===== src/rtl/mygo_fifo_pkg.sv =====
// -----------------------------------------------------------------------------
// mygo_fifo_pkg
//   Shared definitions for the mygo channel FIFO.
//   - addr_bits()  : pointer width for a given depth (minimum 1 bit)
//   - count_bits() : occupancy width able to hold 0..depth (minimum 1 bit)
//   - fifo_op_e    : per-cycle handshake outcome, drives the occupancy update
// -----------------------------------------------------------------------------
package mygo_fifo_pkg;

    typedef enum logic [1:0] {
        OP_IDLE = 2'd0,
        OP_PUSH = 2'd1,
        OP_POP  = 2'd2,
        OP_BOTH = 2'd3
    } fifo_op_e;

    function automatic int addr_bits(input int depth);
        return (depth <= 1) ? 1 : $clog2(depth);
    endfunction

    function automatic int count_bits(input int depth);
        int b;
        b = $clog2(depth + 1);
        return (b < 1) ? 1 : b;
    endfunction

endpackage


===== src/rtl/mygo_fifo_ptr.sv =====
// -----------------------------------------------------------------------------
// mygo_fifo_ptr
//   Circular pointer register that wraps from DEPTH-1 back to 0.
//   Ports:
//     clk      in   rising-edge clock
//     rst      in   asynchronous reset, active-low (pointer -> 0)
//     clear    in   synchronous return to 0, wins over advance
//     advance  in   step the pointer by one slot
//     ptr      out  current slot index
//   With DEPTH==1 the wrap value is 0, so the pointer stays at 0.
// -----------------------------------------------------------------------------
module mygo_fifo_ptr #(
    parameter int DEPTH     = 4,
    parameter int ADDR_BITS = 2
) (
    input  logic                 clk,
    input  logic                 rst,
    input  logic                 clear,
    input  logic                 advance,
    output logic [ADDR_BITS-1:0] ptr
);

    localparam logic [ADDR_BITS-1:0] LAST = ADDR_BITS'(DEPTH - 1);
    localparam logic [ADDR_BITS-1:0] ONE  = ADDR_BITS'(1);

    always_ff @(posedge clk or negedge rst) begin
        if (!rst) begin
            ptr <= '0;
        end else if (clear) begin
            ptr <= '0;
        end else if (advance) begin
            ptr <= (ptr == LAST) ? '0 : ptr + ONE;
        end
    end

endmodule


===== src/rtl/mygo_fifo_flow.sv =====
// -----------------------------------------------------------------------------
// mygo_fifo_flow
//   Synchronous valid/ready FIFO for channel links between process modules,
//   with occupancy count, almost-full/almost-empty flags, synchronous flush
//   and an optional full-bypass push.
//   Ports:
//     clk           in   sole clock, rising edge
//     rst           in   asynchronous reset, active-low
//     flush         in   synchronous clear of all contents
//     in_data       in   write data (WIDTH)
//     in_valid      in   producer has data
//     in_ready      out  FIFO accepts data this cycle
//     out_data      out  head entry, 0 when out_valid is low
//     out_valid     out  head entry valid
//     out_ready     in   consumer takes head this cycle
//     count         out  occupancy 0..DEPTH (COUNT_BITS)
//     almost_full   out  count >= AFULL_THRESH
//     almost_empty  out  count <= AEMPTY_THRESH
//
//   Handshake: a transfer happens on a rising edge where valid and ready are
//   both high (push = in_valid & in_ready, pop = out_valid & out_ready).
//   valid never waits on ready; ready may depend on the opposite side's ready
//   only in the full-bypass build (out_ready -> in_ready when full). While
//   flush is high both in_ready and out_valid are forced low, so no transfer
//   completes in a flush cycle. No same-cycle fall-through: data pushed into
//   an empty FIFO appears on out_valid one cycle later.
// -----------------------------------------------------------------------------
module mygo_fifo_flow
    import mygo_fifo_pkg::*;
#(
    parameter  int WIDTH         = 32,
    parameter  int DEPTH         = 4,
    parameter  int AFULL_THRESH  = DEPTH - 1,
    parameter  int AEMPTY_THRESH = 1,
    parameter  int FULL_BYPASS   = 0,
    localparam int ADDR_BITS     = addr_bits(DEPTH),
    localparam int COUNT_BITS    = count_bits(DEPTH)
) (
    input  logic                  clk,
    input  logic                  rst,
    input  logic                  flush,
    input  logic [WIDTH-1:0]      in_data,
    input  logic                  in_valid,
    output logic                  in_ready,
    output logic [WIDTH-1:0]      out_data,
    output logic                  out_valid,
    input  logic                  out_ready,
    output logic [COUNT_BITS-1:0] count,
    output logic                  almost_full,
    output logic                  almost_empty
);

    if (DEPTH < 1 || AFULL_THRESH > DEPTH) begin : g_bad_params
        $error("mygo_fifo_flow: illegal parameters (DEPTH must be >=1, AFULL_THRESH <= DEPTH)");
    end

    localparam logic [COUNT_BITS-1:0] DEPTH_C = COUNT_BITS'(DEPTH);
    localparam logic [COUNT_BITS-1:0] ONE_C   = COUNT_BITS'(1);

    logic [WIDTH-1:0]      mem [DEPTH];
    logic [ADDR_BITS-1:0]  wptr;
    logic [ADDR_BITS-1:0]  rptr;
    logic [COUNT_BITS-1:0] count_q;
    logic                  is_empty;
    logic                  is_full;
    logic                  push;
    logic                  pop;
    fifo_op_e              op;

    assign is_empty = (count_q == '0);
    assign is_full  = (count_q == DEPTH_C);

    // Occupancy never exceeds DEPTH, so "not full" is the same as count < DEPTH.
    if (FULL_BYPASS != 0) begin : g_bypass
        assign in_ready = ~flush & (~is_full | out_ready);
    end else begin : g_no_bypass
        assign in_ready = ~flush & ~is_full;
    end

    assign out_valid = ~is_empty & ~flush;
    assign out_data  = out_valid ? mem[rptr] : '0;

    assign push = in_valid & in_ready;
    assign pop  = out_valid & out_ready;

    always_comb begin
        op = OP_IDLE;
        case ({pop, push})
            2'b01:   op = OP_PUSH;
            2'b10:   op = OP_POP;
            2'b11:   op = OP_BOTH;
            default: op = OP_IDLE;
        endcase
    end

    always_ff @(posedge clk or negedge rst) begin
        if (!rst) begin
            count_q <= '0;
        end else if (flush) begin
            count_q <= '0;
        end else begin
            case (op)
                OP_PUSH: count_q <= count_q + ONE_C;
                OP_POP:  count_q <= count_q - ONE_C;
                default: count_q <= count_q;
            endcase
        end
    end

    // In the full-bypass case wptr == rptr, so the write reuses the slot
    // whose contents are being handed out in the same cycle.
    always_ff @(posedge clk) begin
        if (push) begin
            mem[wptr] <= in_data;
        end
    end

    mygo_fifo_ptr #(
        .DEPTH     (DEPTH),
        .ADDR_BITS (ADDR_BITS)
    ) u_wptr (
        .clk     (clk),
        .rst     (rst),
        .clear   (flush),
        .advance (push),
        .ptr     (wptr)
    );

    mygo_fifo_ptr #(
        .DEPTH     (DEPTH),
        .ADDR_BITS (ADDR_BITS)
    ) u_rptr (
        .clk     (clk),
        .rst     (rst),
        .clear   (flush),
        .advance (pop),
        .ptr     (rptr)
    );

    assign count = count_q;

    if (AFULL_THRESH <= 0) begin : g_afull_const
        assign almost_full = 1'b1;
    end else begin : g_afull_cmp
        assign almost_full = (count_q >= COUNT_BITS'(AFULL_THRESH));
    end

    if (AEMPTY_THRESH >= DEPTH) begin : g_aempty_const
        assign almost_empty = 1'b1;
    end else if (AEMPTY_THRESH < 0) begin : g_aempty_never
        assign almost_empty = 1'b0;
    end else begin : g_aempty_cmp
        assign almost_empty = (count_q <= COUNT_BITS'(AEMPTY_THRESH));
    end

endmodule


===== config.mk =====
export PLATFORM = sky130hd
export DESIGN_NAME = mygo_fifo_flow
export DESIGN_NICKNAME = d
export VERILOG_FILES = /design/src/rtl/mygo_fifo_pkg.sv /design/src/rtl/mygo_fifo_ptr.sv /design/src/rtl/mygo_fifo_flow.sv
export SDC_FILE = /design/constraint.sdc
export NUM_CORES = 1
export LEC_CHECK = 0
export BUFFER_PORTS_ARGS = -buffer_cell sky130_fd_sc_hd__buf_2
export CORE_MARGIN = 5
export CORE_UTILIZATION = 39
export CTS_CLUSTER_SIZE = 14
export DETAILED_ROUTE_END_ITERATION = 8
export GPL_TIMING_DRIVEN = 0
export HOLD_SLACK_MARGIN = 0.15
export PLACE_DENSITY = 0.57
export SLEW_MARGIN = 5
export SYNTH_ARGS = -nofsm -noshare
export SYNTH_HDL_FRONTEND = slang
export SYNTH_SLANG_ARGS = --single-unit

===== constraint.sdc =====
create_clock -name clk -period 4.6 [get_ports clk]
set_input_delay 0.23 -clock clk [delete_from_list [all_inputs] [get_ports clk]]
set_output_delay 0.23 -clock clk [all_outputs]
set_load 0.01 [all_outputs]

==> key figures <==
Place
  • HPWL after DPL: ~6600 um
  • Global placer's final weighted congestion: between 0.7 and 0.8
  • Number of I/O port buffers: 75

Global routing
  • Global-route wire length before repair: 16600 um
  • Initial antenna violation count: 0
  • Number of global-route vias before repair: 3078
  • Largest net degree at the start of global routing: 29
  • GRT Total Usage: 13.7%
  • Grt total ovfl: 0

Finish
  • Commonest non-fill, non-tap cells in the layout: edfxtp_1 (128), buf_2 (80), nor2b_1 (33), dlygate4sd3_1 (33), mux4_2 (32)
  • Final nets: between 400 and 500
  • Fill cells: 1208
  • Multi-input logic area: 1310 sq um
  • Storage cell area: 4020 sq um
  • Area Overhead vs Synth: 28.4%
  • Number of diodes: 0
  • Share of post-route cells with drive strength above 1: between 30% and 40%
  • Most common cell after layout, fill and taps aside: edfxtp_1

Clocking
  • Post-cts resize count: 0
  • CTS tree: yes
  • Reg clk slew, reported paths: roughly 0.050 ns
  • Num CTS Buffers: 17
  • Clk sink count: approximately 140
  • H-tree levels: 4
  • Clk_lat worst skew: 0.41 ns
  • Root Driver: clkbuf_16
  • Clock buffer depth: 2

Floorplan
  • I/O Pins: 76
  • Standard-cell rows: 43
  • Initial Utilization: between 30% and 40%
  • Die width: between 100 and 150 um
  • Die Ht: roughly 130 um
  • Total die area: 16400 sq um
  • Core footprint: 13800 sq um

Worst setup path
  • CP endpoint kind: output port
  • Crit Path Max Fanout: 10
  • Critical Path RT: around 4.4 ns
  • Arrival @ worst endpoint: about 2.4 ns
  • Crit path launch type: flop
  • Crit Path Class: reg2out

Yosys
  • Top cell type by total area after synthesis: edfxtp_1
  • Synthesized cell area: approximately 5400 sq um
  • Synth Warn #: 0
  • Top post-synthesis cells by area: edfxtp_1 (71%), mux4_2 (13%), nor2b_1 (3.8%)
  • Post-synthesis cell count: between 200 and 300
  • Syn Nets: between 300 and 400
  • FF+latch count, synth: roughly 140
  • Share of the synthesized area in the top cell type: 70.8%
  • Register area share after synthesis: between 70 and 80%
  • Synth cell types: 28
  • Mean Syn Cell Area: approximately 20 sq um

STA
  • Final hold slack: 0.178 ns
  • Setup violators final: 0
  • Max-slew violation count: 0
  • Setup TNS Final: 0 ns
  • FMAX: roughly 380 MHz
  • Max-slew headroom: 63.0%
  • Tcrit/Tclk final: a little under three fifths
  • Layout Skew: approximately 0.0066 ns
  • RSZ-0062 raised after global routing: false
  • Worst Max-Slew Pin Slew: approximately 0.56 ns
  • Post-layout min period: around 2.6 ns
  • Endpoints failing hold: 0

Pwr
  • Sw Ratio: approximately a quarter
  • Sequential power share: a little over two fifths
  • Power per cell area: a little over 500 nW/um^2
  • Pleak: roughly 2.5 nW
  • P_int: between 2 and 3 mW
  • Worst VDD drop: a little over 0.0003 V
  • Sw power: roughly 0.9 mW
  • Clock power frac: around 34%
  • Comb pwr share: 23.8%

Job
  • Max-Cap Viols: 0

Route
  • Detailed-route DRC error count: 0
  • Routed Wire Length: 10400 um
  • Vias/cell: around 4.8
  • Via Count: around 2800
  • Drt pass-1 iters: 4
  • Wire per inst: between 15 and 20 um
  • Antenna Violating Nets Remaining: 0
  • Violation count after the first detailed-route iteration: about 130

Min path
  • Hold Path Class: in2reg

Status
  • Status: complete, no violations
routing by layer:
layer	up-vias	share of wire, %	GRT usage [%]	wire (um)
li1	1327	-	-	-
met1	1435	45	18.1	4700
met2	71	48	21.4	4990
met3	13	5.0	3.75	524
met4	0	1.7	5.81	180
met5	-	0	0	0
cell families (layout without fill, tap and decap cells):
| family | Yosys count | in the layout | synth area share (%) |
|---|---|---|---|
| flip-flops | 135 | 135 | 74.0 |
| AND/OR/NAND/NOR | 59 | 59 | 6.32 |
| multiplexers | 33 | 33 | 13.5 |
| buffers and inverters | 18 | 158 | 1.91 |
| AO/OA/AOI/OAI | 12 | 12 | 1.45 |
| adder cells (fa/ha/maj) | 10 | 10 | 2.31 |
| XOR/XNOR | 3 | 3 | 0.484 |
cell usage after synthesis:
cell type	n
o31ai_1	1
buf_6	4
nor3_1	1
inv_1	6
mux2_1	1
nor2_1	5
and2_4	1
a211oi_1	3
o311a_1	1
nor2_4	1
buf_2	5
o21ai_1	1
nand2b_2	1
nand2b_1	2
clkbuf_1	3
and3_1	4
and2_1	1
nand2_1	9
a311oi_1	1
mux4_2	32
a21oi_1	3
xnor2_1	3
edfxtp_1	128
dfrtp_1	7
o21ai_0	2
ha_1	10
or3_1	1
nor2b_1	33
repair_timing:
item	4_1_cts	5_1_grt
hold endpoints to repair	135	0
buffers inserted	0	0
hold buffers	33	0
stage by stage:
stage	setup slack, ns	std cells	power [mW]	cell area, sq um	util, %
after CTS	1.89	590	3.59	6970	50.6
after detailed placement	2.35	529	2.34	6110	44.4
final	1.96	590	3.53	6970	50.6
after global routing	1.75	590	3.73	6970	50.6
after floorplan	2.45	270	2.06	5430	-
after global placement	1.69	525	2.32	6030	43.8
worst max-delay path: stages, from the launching register on:
cell and delay [ns]:
dfrtp_1 0.44, inv_1 0.17, ha_1 0.25, nand2b_2 0.10
nand2b_1 0.23, clkbuf_1 0.48, nor2b_1 0.15, buf_2 0.17
power by group through the flow:
stage	logic, mW	clock network, mW	registers (mW)
finish	0.841	1.21	1.48
floorplan	0.555	0	1.50
global placement	0.818	0	1.50
CTS	0.864	1.24	1.48
global route	0.932	1.31	1.49
detailed placement	0.837	0	1.50
cell type report:
| type | count | area share (%) |
|---|---|---|
| buffer | 12 | 1.17 |
| clock buffer | 21 | 6.32 |
| clock inverter | 7 | 1.19 |
| inverter | 6 | 0.323 |
| multi-input combinational | 117 | 18.8 |
| sequential | 135 | 57.7 |
| tap | 180 | 3.23 |
| timing repair buffer | 112 | 11.3 |
sequential cells by signal (all words and copies together), names as in the netlist:
| register | flops |
|---|---|
| count | 3 |
| u_rptr.ptr | 2 |
| u_wptr.ptr | 2 |
| mem | 128 |
final timing paths:
check	cells after the start	slack, ns	end	startpoint
max in group asynchronous	2	4.24	u_rptr.ptr[0]	rst
worst min-delay path	4	0.18	u_wptr.ptr[0]	in_valid
worst max register to register	5	2.68	mem[0][13]	count[1]
worst max-delay path	7	1.96	out_data[2]	count[1]
worst min register to register	2	0.63	u_wptr.ptr[1]	u_wptr.ptr[1]
min in group asynchronous	2	0.19	count[0]	rst
Note: power is estimated with default switching activity, not from simulation.
